`config.mk`:
```
export PLATFORM = sky130hd
export DESIGN_NAME = dfh_walker_avmm_master
export DESIGN_NICKNAME = d
export VERILOG_FILES = /design/src/rtl/dfh_pkg.sv /design/src/rtl/dfh_walker_avmm_master.sv
export SDC_FILE = /design/constraint.sdc
export NUM_CORES = 1
export LEC_CHECK = 0
export CORE_UTILIZATION = 41
export CTS_CLUSTER_DIAMETER = 40
export DETAILED_ROUTE_END_ITERATION = 12
export PLACE_DENSITY = 0.72
export SLEW_MARGIN = 0
export SYNTH_ARGS = -nofsm -noshare
export SYNTH_HDL_FRONTEND = slang
export SYNTH_SLANG_ARGS = --single-unit
```
`constraint.sdc`:
```
create_clock -name clk -period 5.5 [get_ports clk]
set_input_delay 1.375 -clock clk [delete_from_list [all_inputs] [get_ports clk]]
set_output_delay 1.375 -clock clk [all_outputs]
set_load 0.05 [all_outputs]
```
`src/rtl/dfh_pkg.sv`:
```
// DFH field layout, feature-type codes, result codes and walker FSM states.
package dfh_pkg;

    // Bit positions inside a 64-bit Device Feature Header word
    localparam int DFH_TYPE_LSB  = 60;
    localparam int DFH_MINOR_LSB = 48;
    localparam int DFH_EOL_BIT   = 40;
    localparam int DFH_NEXT_LSB  = 16;
    localparam int DFH_MAJOR_LSB = 12;
    localparam int DFH_ID_LSB    = 0;

    // Feature types; only AFU and BBB carry a GUID after the header
    localparam logic [3:0] FT_AFU     = 4'd1;
    localparam logic [3:0] FT_BBB     = 4'd2;
    localparam logic [3:0] FT_PRIVATE = 4'd3;

    typedef enum logic [1:0] {
        ERR_OK       = 2'b00,
        ERR_TIMEOUT  = 2'b01,
        ERR_BAD_LINK = 2'b10,
        ERR_TOO_MANY = 2'b11
    } err_e;

    typedef enum logic [3:0] {
        S_IDLE, S_RD_HDR, S_WT_HDR, S_RD_IDL, S_WT_IDL,
        S_RD_IDH, S_WT_IDH, S_EMIT, S_FIN
    } state_e;

    function automatic logic [3:0] dfh_type(input logic [63:0] h);
        return h[DFH_TYPE_LSB +: 4];
    endfunction

    function automatic logic [3:0] dfh_minor(input logic [63:0] h);
        return h[DFH_MINOR_LSB +: 4];
    endfunction

    function automatic logic dfh_eol(input logic [63:0] h);
        return h[DFH_EOL_BIT];
    endfunction

    function automatic logic [23:0] dfh_next_offset(input logic [63:0] h);
        return h[DFH_NEXT_LSB +: 24];
    endfunction

    function automatic logic [3:0] dfh_major(input logic [63:0] h);
        return h[DFH_MAJOR_LSB +: 4];
    endfunction

    function automatic logic [11:0] dfh_feature_id(input logic [63:0] h);
        return h[DFH_ID_LSB +: 12];
    endfunction

    function automatic logic dfh_has_guid(input logic [63:0] h);
        return (dfh_type(h) == FT_AFU) || (dfh_type(h) == FT_BBB);
    endfunction

endpackage

```
`src/rtl/dfh_walker_avmm_master.sv`:
```
// Avalon-MM read master that walks a DFH chain and emits one record per feature.
// Record stream: rec_valid rises with all rec_* fields settled, and rec_valid and
// rec_* hold unchanged until a cycle with rec_valid && rec_ready (the handshake).
// Avalon reads: avm_read/avm_address hold while avm_waitrequest=1; a read is
// accepted on a cycle with avm_read && !avm_waitrequest; only one is outstanding.
module dfh_walker_avmm_master
    import dfh_pkg::*;
#(
    parameter int ADDR_WIDTH     = 20,
    parameter int MAX_FEATURES   = 64,
    parameter int TIMEOUT_CYCLES = 1024
) (
    input  logic                  clk,
    input  logic                  reset,
    input  logic                  start,
    input  logic [ADDR_WIDTH-1:0] base_addr,
    output logic                  busy,
    output logic                  done,
    output logic [1:0]            error_code,
    output logic [7:0]            feature_count,
    output logic                  rec_valid,
    input  logic                  rec_ready,
    output logic [ADDR_WIDTH-1:0] rec_addr,
    output logic [63:0]           rec_header,
    output logic [63:0]           rec_guid_l,
    output logic [63:0]           rec_guid_h,
    output logic [ADDR_WIDTH-1:0] avm_address,
    output logic                  avm_read,
    input  logic                  avm_waitrequest,
    input  logic [63:0]           avm_readdata,
    input  logic                  avm_readdatavalid,
    output state_e                dbg_state
);

    // Sum is wide enough for both operands so any carry past ADDR_WIDTH is visible
    localparam int SUM_W = ((ADDR_WIDTH > 24) ? ADDR_WIDTH : 24) + 1;
    localparam int TMO_W = $clog2(TIMEOUT_CYCLES + 1);
    localparam logic [TMO_W-1:0] TMO_LAST = TMO_W'(TIMEOUT_CYCLES - 1);

    state_e                state_q;
    logic [ADDR_WIDTH-1:0] cur_addr_q;
    logic [63:0]           hdr_q;
    logic [63:0]           guid_l_q;
    logic [63:0]           guid_h_q;
    logic [7:0]            cnt_q;
    err_e                  err_q;
    logic [TMO_W-1:0]      tmo_q;
    logic                  busy_q;
    logic                  done_q;
    logic                  rec_valid_q;
    logic                  avm_read_q;
    logic [ADDR_WIDTH-1:0] avm_addr_q;

    logic [23:0]           next_off;
    logic [SUM_W-1:0]      link_sum;
    logic                  link_bad;
    logic [8:0]            cnt_d;
    logic                  cnt_full;
    logic [ADDR_WIDTH-1:0] base_aligned;

    // Link validation and record-count bookkeeping for the EMIT handshake
    always_comb begin
        next_off     = dfh_next_offset(hdr_q);
        link_sum     = SUM_W'(cur_addr_q) + SUM_W'(next_off);
        link_bad     = (next_off == 24'd0) || (next_off[2:0] != 3'd0)
                       || ((link_sum >> ADDR_WIDTH) != '0);
        cnt_d        = {1'b0, cnt_q} + 9'd1;
        cnt_full     = (cnt_d >= 9'(MAX_FEATURES));
        base_aligned = {base_addr[ADDR_WIDTH-1:3], 3'b000};
    end

    // Walker FSM with registered bus, stream and status outputs
    always_ff @(posedge clk) begin
        if (reset) begin
            state_q     <= S_IDLE;
            cur_addr_q  <= '0;
            hdr_q       <= '0;
            guid_l_q    <= '0;
            guid_h_q    <= '0;
            cnt_q       <= '0;
            err_q       <= ERR_OK;
            tmo_q       <= '0;
            busy_q      <= 1'b0;
            done_q      <= 1'b0;
            rec_valid_q <= 1'b0;
            avm_read_q  <= 1'b0;
            avm_addr_q  <= '0;
        end else begin
            done_q <= 1'b0;
            case (state_q)
                S_IDLE: begin
                    if (start) begin
                        cur_addr_q <= base_aligned;
                        avm_addr_q <= base_aligned;
                        avm_read_q <= 1'b1;
                        busy_q     <= 1'b1;
                        err_q      <= ERR_OK;
                        cnt_q      <= '0;
                        state_q    <= S_RD_HDR;
                    end
                end
                S_RD_HDR, S_RD_IDL, S_RD_IDH: begin
                    if (!avm_waitrequest) begin
                        avm_read_q <= 1'b0;
                        tmo_q      <= '0;
                        state_q    <= (state_q == S_RD_HDR) ? S_WT_HDR :
                                      (state_q == S_RD_IDL) ? S_WT_IDL : S_WT_IDH;
                    end
                end
                S_WT_HDR, S_WT_IDL, S_WT_IDH: begin
                    if (avm_readdatavalid) begin
                        if (state_q == S_WT_HDR) begin
                            hdr_q <= avm_readdata;
                            if (dfh_has_guid(avm_readdata)) begin
                                avm_addr_q <= cur_addr_q + ADDR_WIDTH'(8);
                                avm_read_q <= 1'b1;
                                state_q    <= S_RD_IDL;
                            end else begin
                                guid_l_q    <= '0;
                                guid_h_q    <= '0;
                                rec_valid_q <= 1'b1;
                                state_q     <= S_EMIT;
                            end
                        end else if (state_q == S_WT_IDL) begin
                            guid_l_q   <= avm_readdata;
                            avm_addr_q <= cur_addr_q + ADDR_WIDTH'(16);
                            avm_read_q <= 1'b1;
                            state_q    <= S_RD_IDH;
                        end else begin
                            guid_h_q    <= avm_readdata;
                            rec_valid_q <= 1'b1;
                            state_q     <= S_EMIT;
                        end
                    end else if (tmo_q == TMO_LAST) begin
                        // Abandon the feature: no record for a read that never returned
                        err_q   <= ERR_TIMEOUT;
                        busy_q  <= 1'b0;
                        done_q  <= 1'b1;
                        state_q <= S_FIN;
                    end else begin
                        tmo_q <= tmo_q + 1'b1;
                    end
                end
                S_EMIT: begin
                    if (rec_ready) begin
                        rec_valid_q <= 1'b0;
                        cnt_q       <= cnt_d[7:0];
                        if (dfh_eol(hdr_q) || link_bad || cnt_full) begin
                            err_q   <= dfh_eol(hdr_q) ? ERR_OK :
                                       link_bad       ? ERR_BAD_LINK : ERR_TOO_MANY;
                            busy_q  <= 1'b0;
                            done_q  <= 1'b1;
                            state_q <= S_FIN;
                        end else begin
                            cur_addr_q <= link_sum[ADDR_WIDTH-1:0];
                            avm_addr_q <= link_sum[ADDR_WIDTH-1:0];
                            avm_read_q <= 1'b1;
                            state_q    <= S_RD_HDR;
                        end
                    end
                end
                S_FIN: begin
                    state_q <= S_IDLE;
                end
                default: begin
                    state_q <= S_IDLE;
                end
            endcase
        end
    end

    assign busy          = busy_q;
    assign done          = done_q;
    assign error_code    = err_q;
    assign feature_count = cnt_q;
    assign rec_valid     = rec_valid_q;
    assign rec_addr      = cur_addr_q;
    assign rec_header    = hdr_q;
    assign rec_guid_l    = guid_l_q;
    assign rec_guid_h    = guid_h_q;
    assign avm_address   = avm_addr_q;
    assign avm_read      = avm_read_q;
    assign dbg_state     = state_q;

endmodule

```
==> parameters.txt <==
Parameter                              Value

Floorplanning
  I/O Pins    340
  Starting Density    0.418
  Area of the die    30100 sq um
  Area of the placeable core    28800 sq um
  Width of the die    173 microns
  Vert. Die Dim    173 microns
  Row Count    62

Detailed routing
  Initial DRC Count    940
  Uppermost signal routing layer after detailed routing    met4
  Total met3 wirelength after detailed routing    3.87 mm
  Met2 Wirelength    18.3 mm
  Detailed-route wire length on metal 1    16.9 mm
  DRC violation count after routing    0
  Vias    11986
  Number of nets with antenna violations after routing    0
  Average wire per cell in the routed design    18.7 microns
  Routed via count divided by cell count    5.53
  First drt pass iteration count    6
  Post-detailed-routing wire length    40.6 mm

GRT
  Maximum number of pins on one net before global-route repair    138
  Initial antenna violation count    0
  Number of global-route vias before repair    11470
  Wire length of the first global-routing pass    63.6 mm
  GRT Util Overall    0.262
  Remaining Overflow, GRT    0

Power
  Areal power density over the cells    471 nW/um^2
  Static leakage    5.72 nW
  Maximum vdd drop    247 uV
  Total power after layout    7.92 mW

STA
  Total negative slack for setup checks    0 ns
  Share of the clock period used by the worst path after layout    0.715
  Final setup viols    0
  Worst setup margin    1.57 ns
  Tightest Pin Transition    1.07 ns
  Number of endpoints with negative hold slack in the final report    0
  Unrepaired setup endpoints after global routing    no
  Maximum operating frequency    0.254 GHz
  Clock period minus final worst setup slack    3.93 ns
  Slew Limit Fails    0
  Headroom to the max-slew limit    0.285
  Clock skew after layout    0.0155 ns

Yosys
  Number of enable-type register cells in the synthesized netlist    0
  Synthesized-area fraction occupied by and/or/nand/nor cells    0.239
  Number of synthesized register bits    261
  Synth unique cells    68
  Number of cells produced by synthesis    1471
  Cell area after synthesis    12000 sq um
  Register area share after synthesis    0.434
  Largest family of logic cells by synthesized area    simple AND/OR/NAND/NOR gates
  Primary flip-flop cell chosen by synthesis mapping    dfxtp_1
  Synth Area in Compound Gates    0.221
  Fraction of registers with async set or reset after synthesis    0
  Average instance area after synthesis    8.19 sq um
  Synthesized netlist net count    1587
  Multiplexer area fraction after synthesis    0.000831
  Synthesized-area fraction occupied by xor and xnor cells    0.0262
  Area share of fa/ha/maj cells after synthesis    0.0276
  Warnings from Yosys    0

Layout
  Commonest non-fill, non-tap cells in the layout    clkdlybuf4s50_1 (335), nand2_1 (263), dfxtp_1 (261), a21oi_1 (216), nand3_1 (150)
  Fill cell instance count of the final layout    2567
  Most common library cell in the layout ignoring fill and taps    clkdlybuf4s50_1
  Share of layout cells above drive strength 1    0.129
  Signed area change from the synthesized netlist to the final layout    39.7%
  Final instance count without filler cells    2166
  Antenna diode instance count    0
  Final #Nets    1870

Worst setup path
  Worst-path maximum fanout    53
  Crit path capture type    flop
  Crit path cell chain    clkdlybuf4s50_1 > xnor2_1 > or4_4 > nand3_2 > or4_4 > buf_4 > nand2_2 > a21oi_2
  Nature of the critical path startpoint    primary input
  Data arrival time of the critical path    4.29 ns
  Delay of the slowest cell on the worst path    0.92 ns
  Cell seen most often among critical-path stages    or4_4
  Cell with the biggest individual delay on the critical path    or4_4
  Worst path required time    5.86 ns
  Worst Path Class, Setup    primary input to flop

Placement
  Detailed Place HPWL    27.3 mm
  GP Congestion    0.921
  Number of port buffers    336
  Inst Count DP    2097
  Setup WS pre-CTS    1.09 ns

CTS
  # resized after CTS    0
  Count of clock tree sinks    261
  Maximum root-to-sink buffer count    3
  Cts bufs inserted    39
  Number of buffers inserted by hold repair at cts    0
  TritonCTS clock tree    done
  Clk_lat worst skew    0.52 ns
  H-tree depth    2
  Clock tree root driver cell    clkbuf_16
  Clk pin slew, worst setup/hold paths    0.05 ns
  Number of buffers inserted to repair setup after CTS    0

Status
  Result of the run    complete, no violations

Min path
  Class of the worst hold path    flop to flop

Flow run
  Maximum Capacitance Violations    0
[cells by family after synthesis]
family | Yosys count
mux | 1
compound gates | 411
flops | 261
simple gates | 613
buf+inv | 123
xor+xnor | 36
fa+ha+maj | 26
[per-layer routing]
layer	vias to the layer above	global-route usage
li1	5748	-
met1	5665	0.328
met2	481	0.415
met3	92	0.0875
met4	0	0.107
met5	-	0
[synthesized netlist by cell type, types with 4 or more instances]
cell type,n,area share
a21oi_1,216,0.090
clkbuf_1,73,0.023
o211a_1,7,0.0058
dfxtp_1,261,0.43
ha_1,25,0.026
a211oi_1,17,0.011
o2111ai_1,5,0.0036
a21o_1,7,0.0044
a21oi_2,60,0.044
nand2_2,60,0.031
o21a_1,6,0.0037
a221oi_1,6,0.0044
a211oi_2,7,0.0073
buf_1,14,0.0044
nand2_1,264,0.082
nand4_1,8,0.0042
buf_2,8,0.0033
nand3_1,150,0.062
buf_6,4,0.0037
a311oi_1,19,0.014
o21ai_0,26,0.011
inv_1,13,0.0041
nor2_1,58,0.018
nor4_1,9,0.0047
or3_1,5,0.0026
buf_4,4,0.0025
nor3_1,18,0.0075
nand2b_1,7,0.0036
a31oi_1,5,0.0026
o211ai_1,8,0.0050
buf_12,6,0.010
and3_1,10,0.0052
xor2_1,20,0.015
xnor2_1,16,0.012
[state kept, by name, indices dropped and copies added (netlist names)]
name / cells
rec_addr: 20
error_code: 2
tmo_q: 11
avm_address: 20
avm_read: 1
busy: 1
rec_guid_l: 64
dbg_state: 4
rec_valid: 1
feature_count: 8
rec_header: 64
rec_guid_h: 64
done: 1
[path summary, 6_finish.rpt]
| kind | startpoint | end | cells after the start | slack (ns) |
|---|---|---|---|---|
| max reg2reg | rec_header[16] | avm_address[11] | 13 | 1.62 |
| min reg2reg | rec_guid_h[36] | rec_guid_h[36] | 2 | 0.45 |
| min | rec_guid_h[36] | rec_guid_h[36] | 2 | 0.45 |
| max | avm_readdata[60] | rec_guid_l[17] | 8 | 1.57 |
[metrics by stage]
step | cell area (sq um) | hold slack [ns] | util
3_5_place_dp | 15500 | 0.446 | 0.539
3_3_place_gp | 15500 | 0.441 | 0.539
2_1_floorplan | 12000 | 0.445 | -
5_1_grt | 16800 | 0.469 | 0.584
6_report | 16800 | 0.453 | 0.584
4_1_cts | 16800 | 0.454 | 0.584
[report_power, final]
group,leakage [nW],switching (mW),internal (mW)
logic,2.96,2.06,0.979
registers,2.12,0.265,2.14
clock network,0.643,0.929,1.55
[cell type report]
| type | instances | area, sq um | share of cell area |
|---|---|---|---|
| Multi-Input combinational cell | 1087 | 6250 | 0.371 |
| Sequential cell | 261 | 5230 | 0.311 |
| Timing Repair Buffer | 352 | 3500 | 0.208 |
| Clock buffer | 51 | 1120 | 0.0667 |
| Tap cell | 384 | 480 | 0.0286 |
| Clock inverter | 18 | 194 | 0.0115 |
| Inverter | 13 | 48.8 | 0.00290 |
[critical path, delay by kind of cell]
family | cells | cell delay [ns]
buffers and inverters | 2 | 0.89
AO/OA/AOI/OAI | 1 | 0.05
XOR/XNOR | 1 | 0.48
AND/OR/NAND/NOR | 4 | 1.45
No activity file was read; power rests on OpenSTA's default activity.
